### config.mk
export PLATFORM = sky130hd
export DESIGN_NAME = fp_chk_fifo
export DESIGN_NICKNAME = d
export VERILOG_FILES = /design/src/rtl/fp_chk_fifo.sv
export SDC_FILE = /design/constraint.sdc
export NUM_CORES = 1
export LEC_CHECK = 0
export BUFFER_PORTS_ARGS = -buffer_cell sky130_fd_sc_hd__buf_2
export CORE_AREA = 2 2 200 202
export CTS_CLUSTER_SIZE = 14
export DETAILED_ROUTE_END_ITERATION = 6
export DIE_AREA = 0 0 202 204
export SETUP_SLACK_MARGIN = 0.1
export SLEW_MARGIN = 5
export SYNTH_ARGS = -nofsm -noshare
export SYNTH_HDL_FRONTEND = slang
export SYNTH_SLANG_ARGS = --single-unit
### constraint.sdc
create_clock -name clk -period 5 [get_ports clk]
set_input_delay 1 -clock clk [delete_from_list [all_inputs] [get_ports clk]]
set_output_delay 1 -clock clk [all_outputs]
set_load 0.02 [all_outputs]
### src/rtl/fp_chk_fifo.sv
// rtl/fp_chk_fifo.sv - show-ahead synchronous FIFO of expected sums with flush
module fp_chk_fifo #(
  parameter int WIDTH = 27,
  parameter int DEPTH = 16
) (
  input  logic             clk,
  input  logic             rst,
  input  logic             flush,
  input  logic             push,
  input  logic [WIDTH-1:0] push_data,
  input  logic             pop,
  output logic [WIDTH-1:0] head,
  output logic             full,
  output logic             empty
);

  localparam int AW = $clog2(DEPTH);

  logic [WIDTH-1:0] mem [DEPTH];
  logic [AW:0]      wr_ptr;
  logic [AW:0]      rd_ptr;
  logic             do_push;
  logic             do_pop;

  // Extra pointer bit distinguishes full from empty when the indices coincide.
  assign full    = (wr_ptr[AW] != rd_ptr[AW]) && (wr_ptr[AW-1:0] == rd_ptr[AW-1:0]);
  assign empty   = (wr_ptr == rd_ptr);
  assign do_push = push && !full && !flush;
  assign do_pop  = pop && !empty && !flush;
  assign head    = mem[rd_ptr[AW-1:0]];

  always_ff @(posedge clk or posedge rst) begin
    if (rst) begin
      wr_ptr <= '0;
      rd_ptr <= '0;
    end else if (flush) begin
      wr_ptr <= '0;
      rd_ptr <= '0;
    end else begin
      if (do_push) wr_ptr <= wr_ptr + 1'b1;
      if (do_pop)  rd_ptr <= rd_ptr + 1'b1;
    end
  end

  always_ff @(posedge clk) begin
    if (do_push) mem[wr_ptr[AW-1:0]] <= push_data;
  end

endmodule

## Word-level counts from Yosys, hierarchy flattened

Memories as Yosys holds them, arrays and structs flattened.
Index checks and enable logic that the tools add are counted.

| word-level totals | value |
|---|---|
| bits in registers | 10 |
| RAM bits | 432 |
| bits of input ports | 32 |
| output and inout port bits | 29 |
| logic and storage cells | 24 |
| memories | 1 |

Memories:

| memory | words | width | read ports | clocked after memory_dff | write ports | RTL line | text |
|---|---|---|---|---|---|---|---|
| mem | 16 | 27 | 1 | 0 | 1 | 19 | `logic [WIDTH-1:0] mem [DEPTH];` |

| cells by class | value |
|---|---|
| $add $sub $neg | 2 |
| equal/unequal tests | 3 |
| mux-type cells | 6 |
| reduce and logical (&&, ||, !) cells | 10 |

Operators by type and width:

| operator | count |
|---|---|
| two-way mux 5 bit | 4 |
| adder 5 x 1 -> 5 bit (second input constant) | 2 |
| equality test 5 bit | 1 |
| logical AND 1 bit | 5 |
| equality test 4 bit | 1 |
| nonzero test 2 bit | 2 |
| zero test 1 bit | 3 |
| two-way mux 1 bit | 2 |
| != test 1 bit | 1 |

## Logic depth before layout (Yosys ltp)

| logic depth | value |
|---|---|
| depth in word-level cells | 7 |
| mapped depth | 7 |
| depth with buffers taken out | 4 |

## Worst setup path after synthesis

OpenSTA, ideal clock, no wires.

| timing | value |
|---|---|
| kind | in2reg |
| start | input port push |
| end | memory mem[6][0] (enable) |
| library setup time | 0.479 ns |
| arrival time | 4.193 ns |
| data required time | 4.521 ns |
| path slack | 0.328 ns |
| stages | 4 |
| path buffers | 2 |
| cell sequence | clkbuf_1 > o21ai_2 > buf_2 > nor4_1 |

| on the way | value |
|---|---|
| longest elaborated chain between the ends | 4 |

Ends and longest elaborated chain:

| element | RTL line | text |
|---|---|---|
| start, declared | 9 | `input logic push,` |
| logical AND 1 bit (2 in series) | 28 | `assign do_push = push && !full && !flush;` |
| two-way mux 1 bit | 46 | `if (do_push) mem[wr_ptr[AW-1:0]] <= push_data;` |
| two-way mux 1 bit (implied by the code) | 46 |  |
| end, declared | 19 |  |

No other way between the ends.

## Worst setup path after layout

| timing | value |
|---|---|
| start | register rd_ptr[0] |
| end | output port head[26] |

| on the way | value |
|---|---|
| longest elaborated chain between the ends | 1 |

Ends and longest elaborated chain:

| element | RTL line | text |
|---|---|---|
| start, declared | 21 | `logic [AW:0] rd_ptr;` |
| start signal, assigned | 41 | `if (do_pop) rd_ptr <= rd_ptr + 1'b1;` |
| memory (16 x 27 bit) | -- |  |
| end, declared | 12 | `output logic [WIDTH-1:0] head,` |

No other way between the ends.

==> flow_summary.yaml <==
sta:
  tightest_slew_ns: 1.09
  rsz0062_at_grt: "false"
  setup_ws_ns: 0.802
  relSlewSlack_pct: 27.6
  slew_violations: 0
  finalHoldViolCount: 0
  setup_tns_ns: 0
  skew_ns: 0.0166
  fmax_ghz: 0.238
  post-route-period-util_pct: 84.0
  finalCriticalPeriod_ns: 4.20
  finalSetupViolations: 0
die:
  die_y_microns: 204
  rows: 73
  io_pins: 61
  core_area_sq_um: 39200
  die_x_microns: 202
  start_util_pct: 44.1
  die-area_sq_um: 41200
grt:
  grt_max_degree: 81
  grtUsageTotal_pct: 18.0
  grt_pass1_wl_mm: 54.5
  grt_remaining_overflow: 0
  antenna_found_initial: 1
  grt_pass1_vias: 8330
synthesis:
  yosysMostFrequentCell: "edfxtp_1"
  synth_commonest_cells: "432 x edfxtp_1, 105 x mux4_2, 42 x nand2_1, 27 x a211oi_1, 23 x clkbuf_1"
  syn-cell-area_sq_um: 17300
  ys_seq_area_share_pct: 76.4
  ys_seq_elements: 442
  synthCells: 812
  ys_async_sr_fraction_pct: 2.26
  yosys.area_share.adder_pct: 0.362
  synthSimpleGateAreaFrac_pct: 3.10
  synth_top_family_by_area: "multiplexers"
  synth_xor_area_share_pct: 0.347
  synth_compound_area_share_pct: 2.78
  synth.area.mux_share_pct: 15.1
  yosys_warnings: 0
  ys.flop_type: "edfxtp_1"
  yosysTopAreaCell: "edfxtp_1"
  syn_nets: 849
  synth_edf_count: 432
  netlist_top_cells_area: "edfxtp_1 75%, mux4_2 14%, dfrtp_1 1.4%"
  netlist.area_leader.share_pct: 75.0
  synth_cell_types: 39
  syn_avg_cell_area_sq_um: 21.3
power_and_ir_drop:
  pwr-share-seq_pct: 51.3
  power.net_switching_w: 0.00184
  p_sw_share_pct: 22.7
  intPower_w: 0.00628
  powerDensity_nw_per_um2: 414
  leakagePower_nw: 6.07
  power_frac_clock_pct: 37.4
  p_comb_share_pct: 11.3
  ir_worst_vdd_v: 0.000266
setup_path:
  cp_cell_sequence: "buf_4, mux4_2, and2_1, a211oi_1, a21oi_1, buf_2"
  reg2reg_slack_ns: 1.51
  r2r-end: "mem[13][4]$_DFFE_PP_"
  crit_path_start: "rd_ptr[0]$_DFFE_PP0P_"
  critPathSlowestCell: "dfrtp_4"
  worstPathMaxFanout: 36
  crit_end: "head[26]"
  crit_arrival_ns: 3.20
  critPathTopFamily: "flip-flops"
  criticalPathCategory: "reg2out"
  cp_num_buf_inv: 2
  rr_startpoint: "rd_ptr[0]$_DFFE_PP0P_"
  critPathLaunchType: "flop"
  end_kind: "output pin"
  cp.depth: 6
  crit_required_ns: 4.00
  slowest_delay_ns: 0.95
  ff2ff_path_depth: 5
min_path:
  hp-class: "in2async"
placed_design:
  dp_slack_ns: 1.34
  io_buffer_count: 60
  place_congestion: 0.738
  dp_hpwl_mm: 18.2
drt:
  drtIter0Drc: 749
  drc: 0
  vias: 8183
  antenna_left: 0
  detail_route.first_pass.iterations: 4
  wl_mm: 36.2
  wl_per_cell_microns: 24.9
  avgViaCountPerCell: 5.63
final_layout:
  area_growth_pct: 13.5
  fillCellCount: 3119
  fin_util_pct: 50.1
  nets: 934
  register_area_sq_um: 13200
  drive_gt1_share_pct: 30.0
  antennaDiodeCount: 0
  multi_input_area_sq_um: 3850
cts:
  cts.sink_count: 442
  cts_tree: "yes"
  htree_num_levels: 2
  post_cts_resized: 0
  clk_pin_slew_ns: 0.06
  numCtsBuffers: 44
  cts-hold-fix-buffers: 0
  root_buffer: "clkbuf_16"
  post_cts_buffers: 0
  clock_latency_ns: 0.55
  cts.path.max_buffers: 3
outcome:
  status: "finished, final reports clean"
run:
  drv_cap: 0
-- how the worst min path moves through the flow --
stage	endpoint	slack, ns	cells after the start
global route	rd_ptr[4]$_DFFE_PP0P_	0.45	2
detailed placement	wr_ptr[1]$_DFFE_PP0P_	0.69	2
finish	wr_ptr[4]$_DFFE_PP0P_	0.44	2
floorplan	rd_ptr[1]$_DFFE_PP0P_	0.62	3
global placement	wr_ptr[4]$_DFFE_PP0P_	0.68	2
CTS	rd_ptr[4]$_DFFE_PP0P_	0.43	2
-- cell usage in the layout, fill, tap and decap left out, types with 2 or more instances in the layout --
cell type | netlist | final
edfxtp_1 | 432 | 432
mux4_2 | 105 | 105
buf_2 | 13 | 60
clkbuf_16 | 0 | 46
nand2_1 | 42 | 42
a211oi_1 | 27 | 27
buf_4 | 5 | 26
nor2b_1 | 20 | 20
a21oi_1 | 16 | 16
a31oi_1 | 16 | 16
clkbuf_1 | 23 | 14
mux2i_1 | 12 | 12
and2_1 | 10 | 10
clkinv_1 | 1 | 9
nor2_1 | 9 | 9
nor3_2 | 0 | 8
nor4_2 | 0 | 8
inv_1 | 6 | 6
clkinv_2 | 0 | 6
dfrtp_1 | 10 | 6
nand4_1 | 5 | 5
mux2_2 | 5 | 5
ha_1 | 5 | 5
xnor2_1 | 4 | 4
o2111ai_1 | 3 | 3
mux4_1 | 3 | 3
buf_12 | 0 | 3
dfrtp_4 | 0 | 3
nor3_1 | 10 | 2
a21boi_1 | 2 | 2
-- power groups by stage --
| stage | Combinational [W] | Clock (W) | Sequential (W) |
|---|---|---|---|
| detailed placement | 0.000937 | 0 | 0.00424 |
| finish | 0.000918 | 0.00304 | 0.00416 |
| floorplan | 0.000755 | 0 | 0.00418 |
| CTS | 0.000940 | 0.00310 | 0.00417 |
| global placement | 0.000931 | 0 | 0.00424 |
| global route | 0.000999 | 0.00324 | 0.00417 |
-- stage by stage --
step                      area [sq um]  cells  total power, W  hold slack [ns]
after floorplan                  17300    812         0.00494            0.621
after global placement           18300   1376         0.00517            0.677
after detailed placement         18300   1376         0.00518            0.690
after CTS                        19600   1453         0.00821            0.430
after global routing             19600   1453         0.00841            0.452
final                            19600   1453         0.00812            0.441
-- flip-flops by register name, indices dropped and copies added (netlist names) --
name	count
mem	432
rd_ptr	5
wr_ptr	5
-- final cells by class --
cell class,count,share of cell area (%)
clock inverters,17,0.580
well taps,525,3.34
repair buffers,89,2.83
flip-flops and latches,442,67.4
clock buffers,60,6.13
multi-input cells,313,19.6
inverters,7,0.134
-- layer usage --
layer | global-route usage, % | share of wire (%)
met1 | 25.8 | 45
met5 | 0 | 0.019
met3 | 2.74 | 4.5
met2 | 29.4 | 49
met4 | 4.31 | 1.6
-- kinds of logic (layout without fill, tap and decap cells) --
logic type	after synthesis	count (layout)
multiplexers	125	125
AO/OA/AOI/OAI	70	70
adder cells (fa/ha/maj)	5	5
buffers and inverters	57	173
XOR/XNOR	6	6
flip-flops	442	442
AND/OR/NAND/NOR	107	107
No activity file was read; power rests on OpenSTA's default activity.
